--- src/rtl/arcade_input_mapper.sv ---
// Player-input front end: decodes ps2 key events into held-key state, merges with two
// joysticks, and drives registered per-player controls with autofire and a stretched coin pulse.
module arcade_input_mapper #(
    parameter int NBTN        = 6,
    parameter int COIN_CYCLES = 440000,
    parameter int AF_DIV      = 366667
) (
    input  logic            clk_sys,
    input  logic            reset,
    input  logic [10:0]     ps2_key,
    input  logic [15:0]     joystick_0,
    input  logic [15:0]     joystick_1,
    input  logic            cocktail,
    input  logic            autofire_en,
    output logic [NBTN-1:0] p1_ctrl,
    output logic [NBTN-1:0] p2_ctrl,
    output logic [1:0]      start,
    output logic            coin
);

    localparam int CW   = $clog2(COIN_CYCLES + 1);
    localparam int AW   = $clog2(AF_DIV);
    localparam int NKEY = 19;

    localparam logic [CW-1:0] COIN_LOAD = CW'(COIN_CYCLES);
    localparam logic [CW-1:0] COIN_ONE  = CW'(1);
    localparam logic [AW-1:0] AF_LAST   = AW'(AF_DIV - 1);
    localparam logic [AW-1:0] AF_ONE    = AW'(1);

    logic            old_toggle_q, old_toggle_d;
    logic [NKEY-1:0] keys_q, keys_d;
    logic [NBTN-1:0] p1_ctrl_q, p1_ctrl_d;
    logic [NBTN-1:0] p2_ctrl_q, p2_ctrl_d;
    logic [1:0]      start_q, start_d;
    logic            coin_q, coin_d;
    logic [CW-1:0]   ccnt_q, ccnt_d;
    logic            coin_raw_q, coin_raw_d;
    logic [1:0]      fire_raw_q, fire_raw_d;
    logic [1:0]      af_phase_q, af_phase_d;
    logic [AW-1:0]   af_cnt_q [2];
    logic [AW-1:0]   af_cnt_d [2];

    logic            key_event;
    logic            key_hit;
    logic [4:0]      key_sel;
    logic [NBTN-1:0] kp1, kp2, p1_raw, p2_raw;
    logic [1:0]      start_raw;
    logic            coin_raw;
    logic [1:0]      fire_out;

    assign key_event    = ps2_key[10] != old_toggle_q;
    assign old_toggle_d = ps2_key[10];

    // One state bit per listed key, so two keys sharing a function release independently.
    always_comb begin
        key_hit = 1'b1;
        key_sel = 5'd0;
        case (ps2_key[8:0])
            9'h175:  key_sel = 5'd0;
            9'h172:  key_sel = 5'd1;
            9'h16B:  key_sel = 5'd2;
            9'h174:  key_sel = 5'd3;
            9'h029:  key_sel = 5'd4;
            9'h014:  key_sel = 5'd5;
            9'h114:  key_sel = 5'd6;
            9'h02D:  key_sel = 5'd7;
            9'h02B:  key_sel = 5'd8;
            9'h023:  key_sel = 5'd9;
            9'h034:  key_sel = 5'd10;
            9'h01C:  key_sel = 5'd11;
            9'h01B:  key_sel = 5'd12;
            9'h005:  key_sel = 5'd13;
            9'h016:  key_sel = 5'd14;
            9'h006:  key_sel = 5'd15;
            9'h01E:  key_sel = 5'd16;
            9'h02E:  key_sel = 5'd17;
            9'h036:  key_sel = 5'd18;
            default: key_hit = 1'b0;
        endcase
    end

    always_comb begin
        keys_d = keys_q;
        if (key_event && key_hit) begin
            keys_d[key_sel] = ps2_key[9];
        end
    end

    // Merge uses keys_d so a key event reaches the output register in the same cycle.
    always_comb begin
        kp1      = '0;
        kp2      = '0;
        kp1[5:0] = {keys_d[5] | keys_d[6], keys_d[4], keys_d[0], keys_d[1], keys_d[2], keys_d[3]};
        kp2[5:0] = {keys_d[12], keys_d[11], keys_d[7], keys_d[8], keys_d[9], keys_d[10]};
        if (cocktail) begin
            p1_raw = kp1 | joystick_0[NBTN-1:0];
            p2_raw = kp2 | joystick_1[NBTN-1:0];
        end else begin
            p1_raw = kp1 | kp2 | joystick_0[NBTN-1:0] | joystick_1[NBTN-1:0];
            p2_raw = p1_raw;
        end
        start_raw[0] = keys_d[13] | keys_d[14] | joystick_0[NBTN]   | joystick_1[NBTN];
        start_raw[1] = keys_d[15] | keys_d[16] | joystick_0[NBTN+1] | joystick_1[NBTN+1];
        coin_raw     = keys_d[17] | keys_d[18] | joystick_0[NBTN+2] | joystick_1[NBTN+2];
    end

    assign fire_raw_d = {p2_raw[4], p1_raw[4]};

    always_comb begin
        for (int i = 0; i < 2; i++) begin
            af_cnt_d[i]   = '0;
            af_phase_d[i] = 1'b0;
            if (autofire_en && fire_raw_d[i]) begin
                if (!fire_raw_q[i]) begin
                    af_phase_d[i] = 1'b1;
                end else if (af_cnt_q[i] == AF_LAST) begin
                    af_phase_d[i] = ~af_phase_q[i];
                end else begin
                    af_cnt_d[i]   = af_cnt_q[i] + AF_ONE;
                    af_phase_d[i] = af_phase_q[i];
                end
            end
            fire_out[i] = autofire_en ? af_phase_d[i] : fire_raw_d[i];
        end
    end

    assign coin_raw_d = coin_raw;

    always_comb begin
        ccnt_d = ccnt_q;
        if (coin_raw && !coin_raw_q) begin
            ccnt_d = COIN_LOAD;
        end else if (ccnt_q != '0) begin
            ccnt_d = ccnt_q - COIN_ONE;
        end
        coin_d = (ccnt_d != '0) | coin_raw;
    end

    always_comb begin
        p1_ctrl_d    = p1_raw;
        p2_ctrl_d    = p2_raw;
        p1_ctrl_d[4] = fire_out[0];
        p2_ctrl_d[4] = fire_out[1];
        start_d      = start_raw;
    end

    always_ff @(posedge clk_sys) begin
        old_toggle_q <= old_toggle_d;
        if (reset) begin
            keys_q      <= '0;
            p1_ctrl_q   <= '0;
            p2_ctrl_q   <= '0;
            start_q     <= '0;
            coin_q      <= 1'b0;
            ccnt_q      <= '0;
            coin_raw_q  <= 1'b0;
            fire_raw_q  <= '0;
            af_phase_q  <= '0;
            af_cnt_q[0] <= '0;
            af_cnt_q[1] <= '0;
        end else begin
            keys_q      <= keys_d;
            p1_ctrl_q   <= p1_ctrl_d;
            p2_ctrl_q   <= p2_ctrl_d;
            start_q     <= start_d;
            coin_q      <= coin_d;
            ccnt_q      <= ccnt_d;
            coin_raw_q  <= coin_raw_d;
            fire_raw_q  <= fire_raw_d;
            af_phase_q  <= af_phase_d;
            af_cnt_q[0] <= af_cnt_d[0];
            af_cnt_q[1] <= af_cnt_d[1];
        end
    end

    assign p1_ctrl = p1_ctrl_q;
    assign p2_ctrl = p2_ctrl_q;
    assign start   = start_q;
    assign coin    = coin_q;

endmodule

--- config.mk ---
export PLATFORM = sky130hd
export DESIGN_NAME = arcade_input_mapper
export DESIGN_NICKNAME = d
export VERILOG_FILES = /design/src/rtl/arcade_input_mapper.sv
export SDC_FILE = /design/constraint.sdc
export NUM_CORES = 1
export LEC_CHECK = 0
export ABC_CLOCK_PERIOD_IN_PS = 2550
export BUFFER_PORTS_ARGS = -buffer_cell sky130_fd_sc_hd__buf_4
export CAP_MARGIN = 20
export CELL_PAD_IN_SITES_DETAIL_PLACEMENT = 1
export CELL_PAD_IN_SITES_GLOBAL_PLACEMENT = 2
export CORE_ASPECT_RATIO = 0.9
export CORE_MARGIN = 2
export CORE_UTILIZATION = 32
export CTS_CLUSTER_DIAMETER = 150
export DETAILED_ROUTE_END_ITERATION = 10
export GPL_TIMING_DRIVEN = 0
export PLACE_DENSITY_LB_ADDON = 0.1
export SLEW_MARGIN = 20
export SYNTH_ARGS = -nofsm -noshare
export SYNTH_HDL_FRONTEND = slang
export SYNTH_SLANG_ARGS = --single-unit
--- constraint.sdc ---
create_clock -name clk_sys -period 2.55 [get_ports clk_sys]
set_input_delay 0.1275 -clock clk_sys [delete_from_list [all_inputs] [get_ports clk_sys]]
set_output_delay 0.1275 -clock clk_sys [all_outputs]
set_load 0.05 [all_outputs]
# == Word-level counts from Yosys, hierarchy flattened ==
# Memory sizes are Yosys's and may differ from the RTL's.
# Cells that the tools add are included.
# op_classes
n_mux,29
n_addsub,3
magnitude_cmp,2
bitwise,20
n_reduce_logical,9
n_eq_ne,22
# ops
op,count
two-way mux 19 bit,11
case mux 5 bit (18 select lines),1
== test 9 x 6 -> 1 bit (second input constant),7
== test 9 x 5 -> 1 bit (second input constant),5
== test 9 bit (second input constant),5
adder 19 x 1 -> 19 bit (second input constant),2
== test 19 bit (second input constant),2
nonzero test 19 bit,2
bitwise OR 6 bit,5
bitwise mux 19 bit,1
OR reduction 19 bit,1
subtractor 19 x 1 -> 19 bit (second input constant),1
== test 9 x 3 -> 1 bit (second input constant),2
two-way mux 1 bit,13
bitwise OR 1 bit,13
two-way mux 6 bit,2
< comparator 5 x 6 -> 1 bit (second input constant),1
demux 1 bit (select 5 bit),1
greater-or-equal comparator 5 x 1 -> 1 bit (second input constant),1
logical AND 1 bit,5
inverter 1 bit,2
zero test 1 bit,1
!= test 1 bit,1
# totals
output_inout_bits,15
ramBits,38
n_memories,1
inputBits,47
regBits,59
# memory_table
memory,words,width,read_ports,rd_clocked_by_memory_dff,wr,line_no,source
af_cnt_q,2,19,2,0,2,40,logic [AW-1:0] af_cnt_q [2];

# == Longest topological paths before layout ==
# Gate-level depths: netlist of run 1.
# logic_depth
depth_word,16
depth_mapped,11

# == Worst setup path before layout of run 1 ==
# No wires, ideal clock.
# synth_path
path_kind,input to register
startpoint,in ps2_key[3]
endpoint,mem af_cnt_q[0][21] (netlist name)
setup_time_ns,0.132
stages,10
setup_slack_ns,-0.059
required_ns,2.418
arrival_ns,2.477
path_cell_list,clkbuf_2 or4b_4 a2111oi_4 o31a_2 nand4_4 o21a_1 o31ai_1 buf_4 buf_6 a21oi_1
# synth_rtl
item,line_no,source
from (decl),10,"input logic [10:0] ps2_key,"
to (decl),40,

# == Worst setup path after layout of run 1 ==
# layout_path
startpoint,in ps2_key[10]
endpoint,"reg p1_ctrl_q[0], in the netlist p1_ctrl[0]"
# layout_via
elab_chain_len,7
word_cells_on_any_way,8
classes_between,1 x eq/ne; 2 x mux; 4 x bitwise; 1 x reduce/logical
# layout_lines
item,line_no,source
!= test 1 bit (*),51,assign key_event = ps2_key[10] != old_toggle_q;
logical AND 1 bit (*),84,if (key_event && key_hit) begin
two-way mux 19 bit (*),84,
bitwise OR 6 bit (3 in a row),99,p1_raw = kp1 | kp2 | joystick_0[NBTN-1:0] | joystick_1[NBTN-1:0];
two-way mux 6 bit (*),95,if (cocktail) begin
to (signal assigned),163,p1_ctrl_q <= p1_ctrl_d;
to (decl),32,"logic [NBTN-1:0] p1_ctrl_q, p1_ctrl_d;"
# Every way passes the cells marked *; elsewhere a longest branch is shown, timed or not.
# A chain may end at the register's enable or synchronous reset.

==> metrics.csv, run 1 <==
stage,metric,value,unit
synthesis,Post-synth top cells,"dfxtp_1, nor2_1, nand2_1",
worst_setup_path,Worst R2R Setup Slack,120,ps
sta,Rel. slew slack,49.8,%
worst_setup_path,Arrival @ worst endpoint,2740,ps
cells_and_area,ant diodes,0,
worst_setup_path,worst r2r src,ccnt_q[10]$_SDFF_PP0_,
worst_setup_path,reg-to-reg endpoint,coin$_SDFF_PP0_,
cts,CTS tree,yes,
sta,final hold violation count,0,
synthesis,sequential area share after synthesis,38.6,%
synthesis,Mean Syn Cell Area,8.43,um2
cells_and_area,fin area,0.00626,mm2
worst_hold_path,Worst Hold Endpoint,p1_ctrl[4]$_SDFF_PP0_,
synthesis,post-synthesis instance total,597,
floorplanning,die area,0.0168,mm2
power,Power Total,3.62,mW
sta,Final Setup Violations,0,
sta,Final Skew,10.2,ps
synthesis,Syn. warnings,0,
synthesis,Unique masters post-synth,62,
synthesis,ys async rst share,0,%
worst_setup_path,WP data required,2830,ps
sta,Worst-Margin Slew,747,ps
synthesis,most common cell in the netlist,dfxtp_1,
place,GP Congestion,0.855,
global_route,initial antenna violation count,0,
cts,CTS Buf Count,9,
global_route,vias in the first global route,4549,
cts,clk root buf,clkbuf_16,
route,DR WL/cell,17.0,um
place,dpl hpwl,10800,um
synthesis,cell taking the most area after synthesis,dfxtp_1,
worst_setup_path,Reg2Reg Depth,7,
worst_hold_path,worst min-delay path class,primary input to flop,
worst_setup_path,WS Path Type,primary input to flop,
cells_and_area,Final nets,724,
synthesis,Syn Nets,650,
synthesis,"FF+latch count, synth",97,
power,Logic pwr share,16.4,%
global_route,largest net degree at the start of global routing,16,
cells_and_area,Area Growth Syn to Fin,24.4,%
sta,fin. max-slew vios,0,
cts,worst skew pair latency,360,ps
power,sequential share of power,45.1,%
route,Total Wirelength,14900,um
floorplanning,Starting Density,32.7,%
run_status,status,finished clean,
synthesis,area of the mapped netlist,0.00503,mm2
power,Sw Ratio,28.4,%
global_route,first-pass GRT wire length,24100,um
cells_and_area,layout cells sized above 1,19.4,%
floorplanning,die height,123,um
floorplanning,row cnt,43,
floorplanning,die width,136,um
sta,WHS,16.8,ps
place,Port Buffer Count,45,
power,Worst VDD drop,359,uV
worst_setup_path,CP startpoint kind,primary input,
synthesis,Synth Flop Type,dfxtp_1,
cts,clock slew at reported path FFs,70,ps
floorplanning,core area,0.0154,mm2
sta,fin crit share,96.8,%
place,placed cell area,0.00565,mm2
synthesis,Yosys top cell area share,38.6,%
worst_setup_path,critical path capture point type,flop,
global_route,GRT overflow,0,
route,Via Count,4640,
synthesis,top post-synthesis cells by area,"dfxtp_1, nor2_1, xnor2_1",
synthesis,count of flip-flops with a built-in enable after synthesis,0,
power,clock power share,38.5,%
cts,Max Buffers Root-to-Sink,2,
floorplanning,# IOs,62,
power,Power Density,578,mW/mm2
worst_hold_path,hold_sp,autofire_en,
global_route,gr usage total,18.5,%
cts,Sink Count,97,
power,P_int,2.59,mW
cts,CTS HTree Levels,3,
cells_and_area,fillers,1850,
power,Leak,2.32,nW
route,DRC viols,0,
flow_run,MaxCap Viol Count,0,
route,Final ANT Viol Nets,0,
sta,Period minus WS final,2470,ps
worst_setup_path,Worst Path Max Fanout,7,
route,Vias/cell,5.29,
power,switching power,1.03,mW
route,DR pass1 iterations,4,
worst_hold_path,Hold Path Depth,2,
sta,Fmax,0.405,GHz
route,DRT iter0 DRCs,190,
## sequential cells by signal (all words and copies together) (netlist names)
register and count:
af_cnt_q 38, fire_raw_q 2, keys_q 19, old_toggle_q 1, p2_ctrl 6, coin_raw_q 1
p1_ctrl 6, coin 1, ccnt_q 19, af_phase_q 2, start 2
## worst max-delay path by stage
| stage | slack, ps | depth (start not counted) | start | to |
|---|---|---|---|---|
| final | 80 | 9 | ps2_key[10] | p1_ctrl[0]$_SDFF_PP0_ |
| after global routing | -3 | 9 | ps2_key[5] | af_cnt_q[0][20]$_SDFF_PP0_ |
| after CTS | 7 | 9 | ps2_key[2] | ccnt_q[17]$_SDFF_PP0_ |
| after detailed placement | -1000 | 10 | ps2_key[4] | fire_raw_q[1]$_SDFF_PP0_ |
| after global placement | -890 | 10 | ps2_key[4] | fire_raw_q[1]$_SDFF_PP0_ |
| after floorplan | -30 | 9 | ps2_key[3] | af_cnt_q[0][14]$_SDFF_PP0_ |
## repair_timing
| item | CTS | global route |
|---|---|---|
| resized for setup | 13 | 34 |
| endpoints found under the setup margin | 62 | 72 |
| buffers inserted | 4 | 13 |
| hold buffers | 1 | 0 |
| pin swaps | 1 | 8 |
| hold endpoints to repair | 1 | 0 |
## stage by stage
stage | instances | worst slack (ps) | TNS, ps | utilization (%)
after floorplan | 597 | -30.9 | -301 | -
after global placement | 844 | -895 | -47250 | 36.7
after detailed placement | 844 | -997 | -51080 | 36.7
after CTS | 864 | 6.82 | 0 | 39.3
after global routing | 877 | -2.93 | -8.02 | 40.7
final | 877 | 82.7 | 0 | 40.7
## power by group through the flow
stage | registers, mW | clock network, mW | logic, mW
floorplan | 1.71 | 0 | 0.313
global placement | 1.66 | 0 | 0.541
detailed placement | 1.66 | 0 | 0.548
global route | 1.64 | 1.50 | 0.652
CTS | 1.63 | 1.45 | 0.562
finish | 1.63 | 1.39 | 0.594
## logic make-up after synthesis
family          Yosys count  synth area share [%]
compound gates           99                  13.8
xor+xnor                 55                  9.57
fa+ha+maj                 6                  1.49
buf+inv                  41                  3.45
flops                    97                  38.6
mux                      17                  3.43
simple gates            282                  29.7
## cells in the final DEF, fill, tap and decap left out, types with 11 or more instances in the layout
master,instances
o21ai_0,19
nor4_1,19
mux2i_1,14
nand4_1,11
inv_1,18
nand2_1,49
nand3_1,19
xnor2_1,29
buf_4,62
dfxtp_1,97
xor2_1,25
nor3_1,14
nor2_1,78
a21oi_1,25
and3_1,12
## layer usage
layer,share of wire (%),vias to the layer above,global-route usage [%]
met4,1.4,0,5.01
met1,48,2271,24.7
met3,3.5,16,3.94
met2,47,67,30.2
met5,0,-,0
li1,-,2286,-
## worst max-delay path, stage by stage
cell and delay (ps):
dlygate4sd3_1 530, buf_4 150, xnor2_1 130, or4_1 530, clkbuf_1 180, or3b_2 520, mux2i_4 220, a21o_1 210
a21oi_1 140
## cell type report
cell class | instances | area (um2) | area share (%)
Clock buffer | 11 | 243 | 3.88
Inverter | 18 | 67.6 | 1.08
Multi-Input combinational cell | 459 | 3090 | 49.4
Buffer | 23 | 135 | 2.16
Timing Repair Buffer | 63 | 475 | 7.59
Sequential cell | 97 | 1940 | 31.0
Clock inverter | 4 | 53.8 | 0.859
Tap cell | 202 | 253 | 4.04
(Power assumes the default switching activity.)
==> run 2: changes to the inputs <==
Settings changed: ABC_CLOCK_PERIOD_IN_PS 2550 to 3050, CORE_UTILIZATION 32 to 38, HOLD_SLACK_MARGIN from default to 0.02.
Clock period 2.55 ns to 3.05 ns, I/O delays scaled along.
==> run 2 against run 1 <==
  * Clock skew is 3.2 ps lower
  * Die area is 15% lower
  * Clock power is 14% lower
  * Worst hold slack better by 48 ps
  * Sequential cell count stayed put
  * Clock-buffer cell count stayed put
  * Cell area is 5.6% lower
  * Sequential power is 17% lower
  * Final cell count is 6.2% lower
  * Worst setup slack better by 150 ps
  * Utilization is 5.4 points higher
  * Highest routed layer unchanged
==> metrics.csv, run 2 (synthesis gave the netlist of run 1 again) <==
stage,metric,value,unit
run_status,status,finished clean,
worst_setup_path,Worst R2R Setup Slack,270,ps
global_route,largest net degree at the start of global routing,17,
power,Worst VDD drop,330,uV
route,DR WL/cell,17.4,um
power,Leak,2.19,nW
cells_and_area,ant diodes,0,
cts,clock slew at reported path FFs,70,ps
cts,CTS Buf Count,9,
worst_setup_path,WS Path Type,primary input to flop,
global_route,first-pass GRT wire length,23600,um
global_route,GRT overflow,0,
cells_and_area,Area Growth Syn to Fin,17.5,%
worst_setup_path,Worst Path Max Fanout,10,
cts,Sink Count,97,
sta,fin. max-slew vios,0,
sta,Fmax,0.355,GHz
sta,Period minus WS final,2810,ps
cts,Max Buffers Root-to-Sink,2,
cells_and_area,layout cells sized above 1,13.2,%
worst_hold_path,Hold Path Depth,3,
worst_setup_path,critical path capture point type,flop,
power,switching power,845,uW
worst_hold_path,hold_sp,joystick_1[0],
cells_and_area,Largest regs,"af_cnt_q: 38 flops, ccnt_q: 19 flops, keys_q: 19 flops",
global_route,vias in the first global route,4596,
floorplanning,Starting Density,39.2,%
route,Total Wirelength,14300,um
cts,CTS HTree Levels,3,
worst_hold_path,worst min-delay path class,primary input to flop,
cts,worst skew pair latency,350,ps
power,Power Density,511,mW/mm2
floorplanning,core area,0.0128,mm2
floorplanning,die width,125,um
cells_and_area,"commonest cells after routing, fill and taps aside","dfxtp_1, nor2_1, nand2_1",
place,dpl hpwl,10700,um
place,dpl cells,806,
sta,Rel. slew slack,30.0,%
sta,Post-Route Setup TNS,0,ps
route,DRT iter0 DRCs,217,
sta,Worst-Margin Slew,1040,ps
sta,Final Skew,6.97,ps
global_route,initial antenna violation count,0,
route,DR pass1 iterations,4,
cells_and_area,"most common cell after layout, fill and taps aside",dfxtp_1,
worst_setup_path,WP data required,3260,ps
route,Vias/cell,5.58,
place,GP Congestion,0.855,
sta,fin crit share,92.3,%
cells_and_area,Largest register FFs,38,
route,DRC viols,0,
power,clock power share,39.5,%
worst_setup_path,CP startpoint kind,primary input,
floorplanning,row cnt,39,
power,sequential share of power,45.2,%
cts,clk root buf,clkbuf_16,
floorplanning,die area,0.0142,mm2
worst_setup_path,Arrival @ worst endpoint,3020,ps
cells_and_area,most flop-heavy register,af_cnt_q,
worst_setup_path,reg-to-reg endpoint,coin$_SDFF_PP0_,
cts,CTS tree,yes,
cells_and_area,non-filler instance count after layout,823,
worst_hold_path,Worst Hold Endpoint,p2_ctrl[0]$_SDFF_PP0_,
cells_and_area,fillers,1513,
power,P_int,2.18,mW
sta,Final Setup Violations,0,
floorplanning,die height,113,um
route,Final ANT Viol Nets,0,
worst_setup_path,worst r2r src,ccnt_q[4]$_SDFF_PP0_,
sta,final hold violation count,0,
sta,unrepaired setup endpoints after global routing,false,
global_route,gr usage total,20.8,%
power,Logic pwr share,15.3,%
flow_run,MaxCap Viol Count,0,
route,Via Count,4595,
power,Sw Ratio,27.9,%
cts,postcts setup bufs,0,
cells_and_area,Final nets,707,
floorplanning,# IOs,62,
worst_setup_path,Reg2Reg Depth,7,
place,Port Buffer Count,45,
==> run 2: changes by cell type in the layout (fill, tap and decap cells not counted), moves of 2 or more <==
cell | previous run | this run
buf_4 | 62 | 46
clkbuf_1 | 9 | 16
clkbuf_2 | 9 | 3
clkinvlp_4 | 2 | 0
inv_6 | 0 | 2
nor3_1 | 14 | 17
nor3_4 | 2 | 0
nor4_1 | 19 | 24
nor4_2 | 6 | 1
o31ai_1 | 7 | 9
==> run 2: per-stage QoR <==
step | area [um2] | total power, mW | util (%) | setup WS [ps] | hold WS, ps
2_1_floorplan | 5030 | 1.69 | - | 416 | 180
3_3_place_gp | 5580 | 1.84 | 43.5 | -190 | 289
3_5_place_dp | 5580 | 1.85 | 43.5 | -239 | 292
4_1_cts | 5900 | 3.06 | 46.0 | 133 | 48.5
5_1_grt | 5910 | 3.17 | 46.1 | 5.10 | 68.9
6_report | 5910 | 3.02 | 46.1 | 235 | 64.3
==> run 2: how the worst max path moves through the flow <==
stage               start                    endpoint  slack (ps)  cells past startpoint
2_1_floorplan  ps2_key[3]  af_cnt_q[0][21]$_SDFF_PP0_         420                     10
3_3_place_gp   ps2_key[2]       ccnt_q[11]$_SDFF_PP0_        -190                      9
3_5_place_dp   ps2_key[2]       ccnt_q[14]$_SDFF_PP0_        -240                      9
4_1_cts        ps2_key[2]       ccnt_q[14]$_SDFF_PP0_         130                      9
5_1_grt        ps2_key[2]  af_cnt_q[0][22]$_SDFF_PP0_           5                     11
6_report       ps2_key[5]    fire_raw_q[1]$_SDFF_PP0_         240                     10
==> run 2: critical path, cell delays in order <==
cell and delay, ps:
buf_4 140, or4b_4 550, a2111oi_4 540, o31a_2 270, nand4_4 130, o21a_1 300, o31ai_1 430, buf_4 290
buf_6 160, a21oi_1 70
==> run 2: repair_timing <==
item | 4_1_cts | 5_1_grt
setup endpoints to repair | 0 | 30
hold buffers | 1 | 0
endpoints found under the hold margin | 1 | 0
resized for setup | 0 | 6
==> run 2: cell type report <==
cell class | instances | area (um2) | share of cell area (%)
inverters | 18 | 67.6 | 1.14
well taps | 164 | 205 | 3.47
clock buffers | 11 | 253 | 4.27
flip-flops and latches | 97 | 1940 | 32.8
clock inverters | 5 | 61.3 | 1.04
multi-input cells | 459 | 2930 | 49.5
plain buffers | 23 | 109 | 1.84
repair buffers | 46 | 348 | 5.88
==> run 2: power groups by stage <==
stage          Sequential, mW  Clock (mW)  Combinational, mW
2_1_floorplan            1.43           0              0.260
3_3_place_gp             1.39           0              0.446
3_5_place_dp             1.39           0              0.455
4_1_cts                  1.36        1.24              0.461
5_1_grt                  1.37        1.29              0.510
6_report                 1.36        1.19              0.463
==> run 2: metal layers <==
metal,vias to the layer above,track usage (%),share of wire (%)
met5,-,0,0
li1,2261,-,-
met2,74,34.0,46
met1,2250,27.6,50
met4,0,5.33,0.87
met3,10,5.34,3.4
